<file path="config.mk">
export PLATFORM = sky130hd
export DESIGN_NAME = hazard_ctrl
export DESIGN_NICKNAME = d
export VERILOG_FILES = /design/src/rtl/hazard_ctrl.sv
export SDC_FILE = /design/constraint.sdc
export NUM_CORES = 1
export LEC_CHECK = 0
export BUFFER_PORTS_ARGS = -buffer_cell sky130_fd_sc_hd__buf_2
export CAP_MARGIN = 10
export CORE_MARGIN = 3
export CORE_UTILIZATION = 40
export CTS_BUF_LIST = sky130_fd_sc_hd__clkbuf_16
export CTS_CLUSTER_SIZE = 28
export DETAILED_ROUTE_END_ITERATION = 10
export GPL_ROUTABILITY_DRIVEN = 0
export PLACE_DENSITY = 0.63
export RECOVER_POWER = 50
export SLEW_MARGIN = 15
export SYNTH_ARGS = -nofsm -noshare
export SYNTH_HDL_FRONTEND = slang
export SYNTH_SLANG_ARGS = --single-unit
</file>
<file path="constraint.sdc">
create_clock -name clk_i -period 2.15 [get_ports clk_i]
set_clock_uncertainty 0.05 [all_clocks]
set_input_delay 0.1075 -clock clk_i [delete_from_list [all_inputs] [get_ports clk_i]]
set_output_delay 0.1075 -clock clk_i [all_outputs]
set_load 0.03 [all_outputs]
</file>
<file path="src/rtl/hazard_ctrl.sv">
// Pipeline hazard controller: EX-stage operand forwarding, load-use bubbles,
// data-memory wait holds, taken-branch flushes and saturating stall/flush counters.
module hazard_ctrl #(
    parameter int REG_AW     = 5,
    parameter int LU_BUBBLES = 1,
    parameter int BR_STAGE   = 3,
    parameter int CNT_W      = 32
) (
    input  logic              clk_i,
    input  logic              rst_i,
    input  logic [REG_AW-1:0] id_rs_i,
    input  logic [REG_AW-1:0] id_rt_i,
    input  logic              id_uses_rs_i,
    input  logic              id_uses_rt_i,
    input  logic [REG_AW-1:0] ex_rs_i,
    input  logic [REG_AW-1:0] ex_rt_i,
    input  logic              ex_memread_i,
    input  logic              mem_regwrite_i,
    input  logic [REG_AW-1:0] mem_regdst_i,
    input  logic              wb_regwrite_i,
    input  logic [REG_AW-1:0] wb_regdst_i,
    input  logic              branch_taken_i,
    input  logic              dmem_req_i,
    input  logic              dmem_ready_i,
    output logic [1:0]        forward_1_o,
    output logic [1:0]        forward_2_o,
    output logic              stall_pc_o,
    output logic              stall_if_id_o,
    output logic              hold_id_ex_o,
    output logic              hold_ex_mem_o,
    output logic              clear_if_id_o,
    output logic              clear_id_ex_o,
    output logic              clear_ex_mem_o,
    output logic              clear_mem_wb_o,
    output logic [CNT_W-1:0]  stall_cnt_o,
    output logic [CNT_W-1:0]  flush_cnt_o
);

    typedef enum logic [1:0] {RUN, LU_STALL, MEM_WAIT} state_t;

    localparam logic [1:0]       LU_LOAD = 2'(LU_BUBBLES - 1);
    localparam logic [CNT_W-1:0] CNT_ONE = CNT_W'(1);

    state_t           r_state, w_state_nxt;
    state_t           r_ret_state, w_ret_nxt;
    logic [1:0]       r_bub_cnt, w_bub_nxt;
    logic [CNT_W-1:0] r_stall_cnt, r_flush_cnt;
    logic             w_lu, w_mwait, w_flush_evt;

    assign w_lu = ex_memread_i && (ex_rt_i != '0) &&
                  ((id_uses_rs_i && (id_rs_i == ex_rt_i)) ||
                   (id_uses_rt_i && (id_rt_i == ex_rt_i)));
    assign w_mwait = dmem_req_i && !dmem_ready_i;

    // MEM result is younger than WB, so it wins; register 0 is hard-wired and never forwarded
    always_comb begin
        forward_1_o = 2'b00;
        forward_2_o = 2'b00;
        if (mem_regwrite_i && (mem_regdst_i != '0) && (mem_regdst_i == ex_rs_i))
            forward_1_o = 2'b01;
        else if (wb_regwrite_i && (wb_regdst_i != '0) && (wb_regdst_i == ex_rs_i))
            forward_1_o = 2'b10;
        if (mem_regwrite_i && (mem_regdst_i != '0) && (mem_regdst_i == ex_rt_i))
            forward_2_o = 2'b01;
        else if (wb_regwrite_i && (wb_regdst_i != '0) && (wb_regdst_i == ex_rt_i))
            forward_2_o = 2'b10;
    end

    always_ff @(posedge clk_i or negedge rst_i) begin
        if (!rst_i) begin
            r_state     <= RUN;
            r_ret_state <= RUN;
            r_bub_cnt   <= '0;
        end else begin
            r_state     <= w_state_nxt;
            r_ret_state <= w_ret_nxt;
            r_bub_cnt   <= w_bub_nxt;
        end
    end

    // Priority: memory wait, then taken branch, then load-use; the release cycle of
    // a wait only honours a branch and otherwise resumes the saved state next cycle
    always_comb begin
        w_state_nxt    = r_state;
        w_ret_nxt      = r_ret_state;
        w_bub_nxt      = r_bub_cnt;
        w_flush_evt    = 1'b0;
        stall_pc_o     = 1'b0;
        stall_if_id_o  = 1'b0;
        hold_id_ex_o   = 1'b0;
        hold_ex_mem_o  = 1'b0;
        clear_if_id_o  = 1'b0;
        clear_id_ex_o  = 1'b0;
        clear_ex_mem_o = 1'b0;
        clear_mem_wb_o = 1'b0;
        if (w_mwait) begin
            stall_pc_o     = 1'b1;
            stall_if_id_o  = 1'b1;
            hold_id_ex_o   = 1'b1;
            hold_ex_mem_o  = 1'b1;
            clear_mem_wb_o = 1'b1;
            if (r_state != MEM_WAIT) begin
                w_ret_nxt   = r_state;
                w_state_nxt = MEM_WAIT;
            end
        end else if (branch_taken_i) begin
            w_flush_evt    = 1'b1;
            clear_if_id_o  = 1'b1;
            clear_id_ex_o  = 1'b1;
            clear_ex_mem_o = (BR_STAGE == 3);
            w_bub_nxt      = '0;
            w_state_nxt    = RUN;
        end else begin
            unique case (r_state)
                MEM_WAIT: w_state_nxt = r_ret_state;
                LU_STALL: begin
                    stall_pc_o    = 1'b1;
                    stall_if_id_o = 1'b1;
                    clear_id_ex_o = 1'b1;
                    w_bub_nxt     = r_bub_cnt - 2'd1;
                    if (r_bub_cnt == 2'd1)
                        w_state_nxt = RUN;
                end
                default: begin
                    if (w_lu) begin
                        stall_pc_o    = 1'b1;
                        stall_if_id_o = 1'b1;
                        clear_id_ex_o = 1'b1;
                        if (LU_BUBBLES > 1) begin
                            w_bub_nxt   = LU_LOAD;
                            w_state_nxt = LU_STALL;
                        end
                    end
                end
            endcase
        end
    end

    // Performance counters stick at all-ones instead of wrapping
    always_ff @(posedge clk_i or negedge rst_i) begin
        if (!rst_i) begin
            r_stall_cnt <= '0;
            r_flush_cnt <= '0;
        end else begin
            if (stall_pc_o && (r_stall_cnt != '1))
                r_stall_cnt <= r_stall_cnt + CNT_ONE;
            if (w_flush_evt && (r_flush_cnt != '1))
                r_flush_cnt <= r_flush_cnt + CNT_ONE;
        end
    end

    assign stall_cnt_o = r_stall_cnt;
    assign flush_cnt_o = r_flush_cnt;

endmodule

</file>
==> impl_metrics.tcl <==
set metrics [dict create \
    required_ns 2.35 \
    reg2reg_from "r_state[1]" \
    clkTransAtPathRegs_ns 0.06 \
    worstPathMaxFanout 8 \
    cts_root_buffer "clkbuf_16" \
    r2r_slack_ns 0.11 \
    synth-seq-cells 70 \
    num-fill-cells 839 \
    yosysTopAreaCellShare_pct 44.6 \
    coreArea_um2 9370 \
    fin_ws_ns 0.108 \
    min-delay-start "branch_taken_i" \
    crit_type "reg2reg" \
    antenna_found_initial 0 \
    gr-total-overflow 0 \
    ys_top_cells_by_area "dfrtp_1, xor2_1, xnor2_1, nand4_1, nand3_1" \
    row_count 35 \
    crit_chain "ha_4, o311a_1, nor2b_4, a21oi_4, buf_12, buf_4, nor4_1, xor2_1" \
    grt_pass1_vias 3469 \
    rsz0062_at_grt "yes" \
    netlist_instances 386 \
    num_vias 3401 \
    hold_path_class "in2reg" \
    postRouteAntennaNets 0 \
    hold_depth 2 \
    cts_made_buffers 9 \
    leakagePower_nw 2.52 \
    area_growth_pct 34.7 \
    portBuffers 115 \
    cts.htree.levels 3 \
    cp_slowest_stage_delay_ns 0.43 \
    clock_latency_ns 0.33 \
    crit_slowest_cell "dfrtp_1" \
    cts.sinks 70 \
    start_kind "flip-flop" \
    place_hpwl_um 7270 \
    post-route-min-period_ns 2.04 \
    powerDensity_nw_per_um2 823 \
    worstMarginPinSlew_ns 1.44 \
    layout-drive-gt1-share_pct 33.3 \
    viasPerCell 5.13 \
    synthArstFlopShare_pct 100 \
    regToRegEndpoint "stall_cnt_o[30]" \
    hold_ws_ns 0.0844 \
    yosysWarnings 0 \
    maxCapViolCount 0 \
    critical_path.top_delay_family "simple AND/OR/NAND/NOR gates" \
    cts_tree "yes" \
    netlist_top_cells_count "dfrtp_1, xor2_1, xnor2_1, nand2_1, nand3_1" \
    start_util_pct 41.9 \
    yosysMostFrequentCell "dfrtp_1" \
    timing.fmax_ghz 0.490 \
    grt_use_total_pct 18.3 \
    fp.dieW_um 105 \
    drc 0 \
    synth.distinct_cells 48 \
    slew_viol_final 0 \
    crit_arrival_ns 2.24 \
    cts_max_path_buffers 2 \
    crit_buf_inv 2 \
    grt_pass1_wl_um 16800 \
    n_antenna_cell 0 \
    vdd_drop_max_mv 0.328 \
    synth_nets 431 \
    die_h_um 105 \
    ios 116 \
    drt_wl_total_um 9950 \
    synth_edf_count 0 \
    nets 574 \
    first_pass_iters 4 \
    min_to "r_bub_cnt[0]" \
    yosysTopAreaCell "dfrtp_1" \
    status "complete, no violations" \
    place_worst_setup_slack_ns 0.0603 \
    dieArea_um2 11000 \
    drtIter0Drc 103 \
    syn_area_um2 3930 \
    hold_viol 0 \
    setup_viol 0 \
    max_slew_margin_pct 3.80 \
    avgRoutedWirePerCell_um 15.0 \
    grt_max_degree 36 \
    synth_flop_cell "dfrtp_1" \
    avgSynthCellArea_um2 10.2 \
    ys_seq_area_share_pct 44.6 \
    end_kind "flip-flop" \
    r2r_cells 8 \
    min_period_over_period_pct 95.0 \
]
==> state kept, by name (all words and copies together) (netlist names) <==
signal and count:
flush_cnt_o 32, r_bub_cnt 2, stall_cnt_o 32, r_ret_state 2
r_state 2
==> final cells by class <==
cell class / instances / area [um2] / area share [%]
Sequential cell: 70 / 1750 / 33.2
Tap cell: 129 / 161 / 3.05
Inverter: 12 / 45.0 / 0.852
Timing Repair Buffer: 148 / 883 / 16.7
Clock buffer: 9 / 225 / 4.26
Multi-Input combinational cell: 288 / 2150 / 40.6
Clock inverter: 7 / 71.3 / 1.35
==> placed cells by master (no fill, tap or decap), types with 6 or more instances in the layout <==
cell,instances
clkbuf_1,18
o21ai_0,8
and3_1,10
inv_1,9
buf_2,95
nand3_1,24
dfrtp_1,68
buf_4,28
nand4_1,21
nand2_1,28
nor4_1,10
clkbuf_16,10
xor2_1,51
nor2_1,15
nor3_1,16
and4_1,6
xnor2_1,39
==> how the worst max path moves through the flow <==
stage,startpoint,cells past startpoint,slack [ns],endpoint
after floorplan,flush_cnt_o[7],6,0.02,flush_cnt_o[16]
final,r_state[1],8,0.11,stall_cnt_o[30]
after CTS,r_state[0],8,0.005,stall_pc_o
after detailed placement,r_state[0],8,0.06,stall_cnt_o[24]
after global placement,flush_cnt_o[1],9,0.12,flush_cnt_o[30]
after global routing,r_state[1],7,-0.03,stall_cnt_o[17]
==> kinds of logic (layout without fill, tap and decap cells) <==
family / count (synthesis) / count (layout) / synth area share [%]
compound gates: 18 / 18 / 3.38
xor+xnor: 90 / 90 / 20.1
fa+ha+maj: 5 / 5 / 1.59
buf+inv: 28 / 176 / 3.70
flops: 70 / 70 / 44.6
mux: 6 / 6 / 1.78
simple gates: 169 / 169 / 24.8
==> metrics by stage <==
step,power (mW),TNS (ns),cell area (um2),util (%),instances
after global placement,2.81,0,4810,51.3,642
after floorplan,2.39,0,3940,-,386
after CTS,4.34,0,5150,55.0,660
after detailed placement,2.83,0,4810,51.3,642
final,4.35,0,5290,56.4,663
after global routing,4.57,-0.0617,5290,56.4,663
==> layer usage <==
metal  global-route usage (%)  vias up  wire, um
li1                         -     1650         -
met3                     4.69       10       488
met2                     30.0       82      5090
met5                        0        -         0
met1                     23.4     1659      4260
met4                     6.56        0       119
==> what timing repair did <==
| action | 4_1_cts | 5_1_grt |
|---|---|---|
| hold buffers | 1 | 0 |
| buffers inserted | 0 | 2 |
| setup endpoints to repair | 2 | 19 |
| pin swaps | 1 | 2 |
| resized for setup | 0 | 25 |
| hold endpoints to repair | 22 | 0 |
| cloned | 1 | 1 |
==> power by group <==
| group | total [mW] | switching (mW) | internal, mW | leakage (nW) |
|---|---|---|---|---|
| clock | 1.47 | 0.574 | 0.900 | 0.140 |
| combinational | 1.22 | 0.766 | 0.453 | 1.46 |
| sequential | 1.66 | 0.174 | 1.49 | 0.921 |
No activity file was read; power rests on OpenSTA's default activity.
